**src/rtl/apb_mst_arbiter_pkg.sv**
```systemverilog
// Shared APB types and sequencer state encoding.
// No logic; types only.
// No flow control.
package apb_mst_arbiter_pkg;

  localparam int ADDR_WIDTH = 32;
  localparam int DATA_WIDTH = 32;
  localparam int STRB_WIDTH = DATA_WIDTH / 8;

  typedef logic [ADDR_WIDTH-1:0] addr_t;
  typedef logic [DATA_WIDTH-1:0] data_t;
  typedef logic [STRB_WIDTH-1:0] strb_t;

  typedef enum logic [1:0] {
    IDLE   = 2'd0,
    SETUP  = 2'd1,
    ACCESS = 2'd2
  } apb_state_e;

endpackage

```
**src/rtl/apb_mst_arbiter_rr_arbiter.sv**
```systemverilog
// Round-robin pick: first set request after i_last, wrapping.
// Latency: combinational.
// No backpressure; caller decides when the grant is consumed.
module rr_arbiter #(
  parameter int N = 2,
  localparam int IW = $clog2(N)
) (
  input  logic [N-1:0]  i_req,
  input  logic [IW-1:0] i_last,
  output logic [N-1:0]  o_gnt,
  output logic [IW-1:0] o_idx,
  output logic          o_any
);

  int          w_pos;
  logic [IW-1:0] w_sel;

  // Scan N positions starting just after the previous winner.
  always_comb begin
    o_gnt = '0;
    o_idx = '0;
    o_any = 1'b0;
    w_pos = 0;
    w_sel = '0;
    for (int k = 1; k <= N; k++) begin
      w_pos = (int'(i_last) + k) % N;
      w_sel = IW'(w_pos);
      if (!o_any && i_req[w_sel]) begin
        o_any        = 1'b1;
        o_gnt[w_sel] = 1'b1;
        o_idx        = w_sel;
      end
    end
  end

endmodule

```
**src/rtl/apb_mst_arbiter.sv**
```systemverilog
// Round-robin arbiter sharing one APB master port among NUM_REQ requesters.
// Latency: accept T, SETUP T+1, ACCESS T+2.., response pulse the cycle after PREADY/timeout.
// Backpressure: req_ready only in IDLE; one transfer in flight, wait states stall all requesters.
module apb_mst_arbiter
  import apb_mst_arbiter_pkg::*;
#(
  parameter int NUM_REQ     = 2,
  parameter int TIMEOUT_CYC = 16
) (
  input  logic                 PCLK,
  input  logic                 PRESETn,
  input  logic [NUM_REQ-1:0]   req_valid,
  output logic [NUM_REQ-1:0]   req_ready,
  input  addr_t [NUM_REQ-1:0]  req_addr,
  input  logic [NUM_REQ-1:0]   req_write,
  input  data_t [NUM_REQ-1:0]  req_wdata,
  input  strb_t [NUM_REQ-1:0]  req_strb,
  output logic [NUM_REQ-1:0]   rsp_valid,
  output data_t                rsp_rdata,
  output logic                 rsp_err,
  output logic                 PSEL,
  output logic                 PENABLE,
  output addr_t                PADDR,
  output logic                 PWRITE,
  output data_t                PWDATA,
  output strb_t                PSTRB,
  input  logic                 PREADY,
  input  data_t                PRDATA,
  input  logic                 PSLVERR
);

  localparam int IW = $clog2(NUM_REQ);
  localparam int CW = (TIMEOUT_CYC > 0) ? $clog2(TIMEOUT_CYC + 1) : 1;

  apb_state_e          r_state;
  logic [IW-1:0]       r_last;
  logic [CW-1:0]       r_wait_cnt;
  logic                r_psel;
  logic                r_penable;
  addr_t               r_paddr;
  logic                r_pwrite;
  data_t               r_pwdata;
  strb_t               r_pstrb;
  logic [NUM_REQ-1:0]  r_rsp_valid;
  data_t               r_rsp_rdata;
  logic                r_rsp_err;

  logic [NUM_REQ-1:0]  w_gnt;
  logic [IW-1:0]       w_idx;
  logic                w_any;
  logic                w_timeout;

  rr_arbiter #(.N(NUM_REQ)) u_rr (
    .i_req  (req_valid),
    .i_last (r_last),
    .o_gnt  (w_gnt),
    .o_idx  (w_idx),
    .o_any  (w_any)
  );

  // This ACCESS cycle is the TIMEOUT_CYC-th one without PREADY.
  assign w_timeout = (TIMEOUT_CYC != 0) && ((int'({1'b0, r_wait_cnt}) + 1) == TIMEOUT_CYC);

  // Grant is visible only while idle and out of reset, so a held reset never accepts.
  assign req_ready = (r_state == IDLE && PRESETn) ? w_gnt : '0;

  assign PSEL      = r_psel;
  assign PENABLE   = r_penable;
  assign PADDR     = r_paddr;
  assign PWRITE    = r_pwrite;
  assign PWDATA    = r_pwdata;
  assign PSTRB     = r_pstrb;
  assign rsp_valid = r_rsp_valid;
  assign rsp_rdata = r_rsp_rdata;
  assign rsp_err   = r_rsp_err;

  // Sequencer FSM: grant/capture in IDLE, one SETUP cycle, ACCESS until PREADY or timeout.
  always_ff @(posedge PCLK or negedge PRESETn) begin
    if (!PRESETn) begin
      r_state     <= IDLE;
      r_last      <= IW'(NUM_REQ - 1);
      r_wait_cnt  <= '0;
      r_psel      <= 1'b0;
      r_penable   <= 1'b0;
      r_paddr     <= '0;
      r_pwrite    <= 1'b0;
      r_pwdata    <= '0;
      r_pstrb     <= '0;
      r_rsp_valid <= '0;
      r_rsp_rdata <= '0;
      r_rsp_err   <= 1'b0;
    end else begin
      r_rsp_valid <= '0;
      case (r_state)
        IDLE: begin
          if (w_any) begin
            r_paddr    <= req_addr[w_idx];
            r_pwrite   <= req_write[w_idx];
            r_pwdata   <= req_wdata[w_idx];
            r_pstrb    <= req_write[w_idx] ? req_strb[w_idx] : '0;
            r_last     <= w_idx;
            r_wait_cnt <= '0;
            r_psel     <= 1'b1;
            r_state    <= SETUP;
          end
        end
        SETUP: begin
          r_penable <= 1'b1;
          r_state   <= ACCESS;
        end
        ACCESS: begin
          if (PREADY) begin
            r_rsp_valid <= NUM_REQ'(1) << r_last;
            r_rsp_rdata <= r_pwrite ? '0 : PRDATA;
            r_rsp_err   <= PSLVERR;
            r_psel      <= 1'b0;
            r_penable   <= 1'b0;
            r_state     <= IDLE;
          end else if (w_timeout) begin
            r_rsp_valid <= NUM_REQ'(1) << r_last;
            r_rsp_rdata <= '0;
            r_rsp_err   <= 1'b1;
            r_psel      <= 1'b0;
            r_penable   <= 1'b0;
            r_state     <= IDLE;
          end else begin
            r_wait_cnt <= r_wait_cnt + 1'b1;
          end
        end
        default: begin
          r_psel    <= 1'b0;
          r_penable <= 1'b0;
          r_state   <= IDLE;
        end
      endcase
    end
  end

endmodule

```
**config.mk**
```make
export PLATFORM = sky130hd
export DESIGN_NAME = apb_mst_arbiter
export DESIGN_NICKNAME = d
export VERILOG_FILES = /design/src/rtl/apb_mst_arbiter_pkg.sv /design/src/rtl/apb_mst_arbiter_rr_arbiter.sv /design/src/rtl/apb_mst_arbiter.sv
export SDC_FILE = /design/constraint.sdc
export NUM_CORES = 1
export LEC_CHECK = 0
export BUFFER_PORTS_ARGS = -buffer_cell sky130_fd_sc_hd__buf_2
export CAP_MARGIN = 20
export CORE_MARGIN = 4
export CORE_UTILIZATION = 46
export CTS_BUF_LIST = sky130_fd_sc_hd__clkbuf_8
export CTS_CLUSTER_SIZE = 30
export DETAILED_ROUTE_END_ITERATION = 10
export GPL_ROUTABILITY_DRIVEN = 0
export HOLD_SLACK_MARGIN = 0.06
export PLACE_DENSITY = 0.83
export SLEW_MARGIN = 10
export SYNTH_ARGS = -nofsm -noshare
export SYNTH_HDL_FRONTEND = slang
export SYNTH_HIERARCHICAL = 1
export SYNTH_SLANG_ARGS = --single-unit
```
**constraint.sdc**
```tcl
create_clock -name PCLK -period 2.5 [get_ports PCLK]
set_clock_uncertainty 0.15 [all_clocks]
set_input_delay 0.125 -clock PCLK [delete_from_list [all_inputs] [get_ports PCLK]]
set_output_delay 0.125 -clock PCLK [all_outputs]
set_load 0.02 [all_outputs]
```
==> impl_metrics.env, run 1 <==
export IMPL_cts_buffers=17
export IMPL_yosys_area_top_type="dfrtp_1"
export IMPL_die_height_um=112
export IMPL_yosysSeqAreaShare=0.574
export IMPL_status="stopped before the end"
export IMPL_synthTopCellsByArea="dfrtp_1 (57%), mux2i_1 (14%), o21ai_0 (7.2%), nand2_1 (6.3%), a22o_1 (5.6%)"
export IMPL_dpl_hpwl_mm=11.6
export IMPL_portBuffers=283
export IMPL_syn_avg_cell_area_um2=11.1
export IMPL_syn_inst=448
export IMPL_fp_row_count=37
export IMPL_start_util=0.478
export IMPL_hold_buffers=176
export IMPL_h_tree_depth=4
export IMPL_post_place_ws_ps=182
export IMPL_clk_path_buf_depth=2
export IMPL_post_cts_resized=0
export IMPL_post_cts_buffers=0
export IMPL_io_pins=284
export IMPL_synth_nets=626
export IMPL_ys_seq_elements=114
export IMPL_yosysTopAreaCellShare=0.568
export IMPL_synth_edff_count=0
export IMPL_synth_lib_cells_used_distinct=39
export IMPL_async_flop_share=1.00
export IMPL_stop_stage="clock tree synthesis (4_1_cts)"
export IMPL_ys_flop_type="dfrtp_1"
export IMPL_root_buffer="clkbuf_8"
export IMPL_cts_sink_count=114
export IMPL_stop_error="[ERROR RSZ-0060] Max buffer count reached."
export IMPL_die_w_um=112
export IMPL_yosysWarnings=6
export IMPL_syn_area_um2=4980
[logic make-up after synthesis]
| kind of cell | count (synthesis) | share of synthesized area |
|---|---|---|
| AO/OA/AOI/OAI | 119 | 0.152 |
| flip-flops | 114 | 0.574 |
| AND/OR/NAND/NOR | 105 | 0.0888 |
| multiplexers | 71 | 0.143 |
| buffers and inverters | 36 | 0.0355 |
| adder cells (fa/ha/maj) | 2 | 0.00503 |
| XOR/XNOR | 1 | 0.00176 |
[through the flow]
stage	hold slack, ps	cell area [um^2]	instances	util
3_5_place_dp	-211	6520	843	0.626
3_3_place_gp	-210	6520	843	0.626
2_1_floorplan	-321	4980	448	-
[Yosys cell counts, drive strengths merged, types with 3 or more instances]
library cell  count
o21ai            72
a21boi            3
a21oi             4
dfrtp           113
mux2i            70
buf              13
a22o             32
inv               5
nor2              8
and3              4
nand2            84
clkbuf           18
==> run 2, diff against run 1 <==
Settings changed: CORE_UTILIZATION 46 to 34, CTS_BUF_LIST sky130_fd_sc_hd__clkbuf_8 to unset, CTS_CLUSTER_SIZE 30 to unset, HOLD_SLACK_MARGIN 0.06 to unset, PLACE_DENSITY 0.83 to unset, PLACE_DENSITY_LB_ADDON set to 0.15.
==> impl_metrics.env, run 2 <==
export IMPL_rr_worst_depth=7
export IMPL_grt_pass1_wl_mm=26.3
export IMPL_yosysSeqAreaShare=0.574
export IMPL_cts_clk_slew_worst_paths_ps=60
export IMPL_cts_tree="done"
export IMPL_post_place_ws_ps=154
export IMPL_synthTopCellsByCount="dfrtp_1 (113), nand2_1 (83), o21ai_0 (72)"
export IMPL_cap_violations=0
export IMPL_ys_seq_elements=114
export IMPL_wl_mm=16.4
export IMPL_fin_crit_sh=0.945
export IMPL_syn_avg_cell_area_um2=11.1
export IMPL_via_per_inst=4.69
export IMPL_dpl_hpwl_mm=10.9
export IMPL_synthTopCellsByArea="dfrtp_1 (57%), mux2i_1 (14%), o21ai_0 (7.2%), nand2_1 (6.3%), a22o_1 (5.6%)"
export IMPL_p_total_mw=9.48
export IMPL_post_cts_buffers=0
export IMPL_status="complete, no violations"
export IMPL_wl_per_cell_um=15.0
export IMPL_nets=1079
export IMPL_post_place_cells=888
export IMPL_switchingPower_mw=3.80
export IMPL_grt_max_degree=63
export IMPL_layout_setup_ws_ps=137
export IMPL_yosys_cell_count_top_type="dfrtp_1"
export IMPL_hp_class="in2reg"
export IMPL_start_util=0.353
export IMPL_io_pins=284
export IMPL_root_buffer="clkbuf_16"
export IMPL_fp_row_count=43
export IMPL_clk_latency_ps=410
export IMPL_relSlewSlack=0.579
export IMPL_worstSetupPathType="reg2reg"
export IMPL_crit_fanout=9
export IMPL_ant_nets=0
export IMPL_syn_area_um2=4980
export IMPL_path_cells="inv_1, nor2_4, nand2_1, nor2_1, dlygate4sd3_1, nor2_1, dlygate4sd3_1"
export IMPL_crit_path_max_incr_delay_ps=550
export IMPL_clock_fmax_mhz=423
export IMPL_die_area_um2=16600
export IMPL_async_flop_share=1.00
export IMPL_first_pass_iters=4
export IMPL_worst_path_buf_inv=3
export IMPL_worst_setup_path_end_kind="register"
export IMPL_yosysWarnings=6
export IMPL_critical_path_top_delay_family="buffers and inverters"
export IMPL_synth_edff_count=0
export IMPL_portBuffers=283
export IMPL_die_height_um=129
export IMPL_ys_flop_type="dfrtp_1"
export IMPL_grt_pass1_vias=5549
export IMPL_final_core_util=0.633
export IMPL_switching_share=0.401
export IMPL_h_tree_depth=4
export IMPL_core_area_um2=14100
export IMPL_start_kind="register"
export IMPL_vias=5136
export IMPL_cts_buffers=17
export IMPL_yosysTopAreaCellShare=0.568
export IMPL_pwr_share_seq=0.335
export IMPL_final_common_cell="buf_2"
export IMPL_die_w_um=129
export IMPL_p_int_mw=5.67
export IMPL_min_path_cells=4
export IMPL_grt_total_usage=0.202
export IMPL_yosys_area_top_type="dfrtp_1"
export IMPL_cts_sink_count=114
export IMPL_combPwrFrac=0.427
export IMPL_path_depth=7
export IMPL_post_route_drc_count=0
export IMPL_vdd_ir_drop_max_mv=0.549
export IMPL_final_cell_mix="buf_2 (282), dlygate4sd3_1 (174), dfrtp_1 (112)"
export IMPL_synth_nets=626
export IMPL_drive_gt1_frac=0.364
export IMPL_fin_cells=1095
export IMPL_setup_violations=0
export IMPL_period_needed_ps=2360
export IMPL_slowest_stage="dlygate4sd3_1"
export IMPL_rsz0062_at_grt="no"
export IMPL_p_clk_frac=0.239
export IMPL_syn2layout_area_growth_pct=79.3
export IMPL_power_density_nw_per_um2=1060
export IMPL_finalSetupTns_ps=0
export IMPL_gr_total_overflow=0
export IMPL_slew_violations=0
export IMPL_synth_lib_cells_used_distinct=39
export IMPL_drtIter0Drc=213
export IMPL_syn_inst=448
export IMPL_worst_pin_slew_ps=631
export IMPL_finalHoldViolCount=0
export IMPL_arrival_ps=2510
export IMPL_required_ps=2650
export IMPL_clk_path_buf_depth=2
export IMPL_leakage_nw=4.59
export IMPL_antenna_found_initial=1
run 2: cell counts after synthesis:
Identical to the previous run, type by type.
run 2: area by class of cell:
type,instances,area [um^2]
Fill cell,1127,5170
Timing Repair Buffer,465,3280
Sequential cell,114,2860
Multi-Input combinational cell,298,1980
Clock buffer,17,425
Tap cell,180,225
Clock inverter,15,134
Inverter,5,18.8
Antenna cell,1,2.50
run 2: worst reg2reg max path: cells and delay by family (launching register included):
family	cells	cell delay, ps
simple gates	4	410
buf+inv	3	1230
flops	1	440
run 2: per-layer routing:
layer	global-route usage	routed length [um]	vias up
met1	0.223	6170	2397
met5	0	0	-
li1	-	-	2494
met2	0.352	8510	208
met4	0.0920	537	0
met3	0.0677	1190	37
run 2: through the flow:
step                area (um^2)  hold slack [ps]
floorplan                  4980             -321
global placement           6610             -195
detailed placement         6610             -191
CTS                        8910             28.4
global route               8920             64.2
finish                     8920             14.8
run 2: logic make-up after synthesis:
logic type                 count (synthesis)  synth area share
AOI/OAI and AO/OA                        119             0.152
DFF                                      114             0.574
and+or+nand+nor                          105            0.0888
muxes                                     71             0.143
buffers and inverters                     36            0.0355
adders and majority gates                  2           0.00503
xor gates and xnor gates                   1           0.00176
run 2: worst paths after layout:
check / start / endpoint / slack [ps]
setup / recovery: r_state[1] / rsp_err / 140
hold / removal: req_write[0] / PWRITE / 10
setup reg to reg: r_state[1] / rsp_err / 140
min in group asynchronous: PRESETn / PADDR[4] / 180
max in group asynchronous: PRESETn / PWDATA[29] / 1390
hold reg to reg: PWDATA[24] / PWDATA[24] / 320
run 2: what timing repair did:
item / CTS / global route
setup endpoints to repair: 0 / 2
resized for setup: 0 / 3
hold buffers: 174 / 0
endpoints found under the hold margin: 217 / 0
run 2: power by group through the flow:
stage                     Sequential, mW  Combinational [mW]  Clock, mW
after floorplan                     4.06                1.37          0
final                               3.17                4.04       2.26
after global placement              3.16                3.67          0
after global routing                3.29                4.43       2.42
after detailed placement            3.17                3.75          0
after CTS                           3.17                4.07       2.32
(Power assumes the default switching activity.)
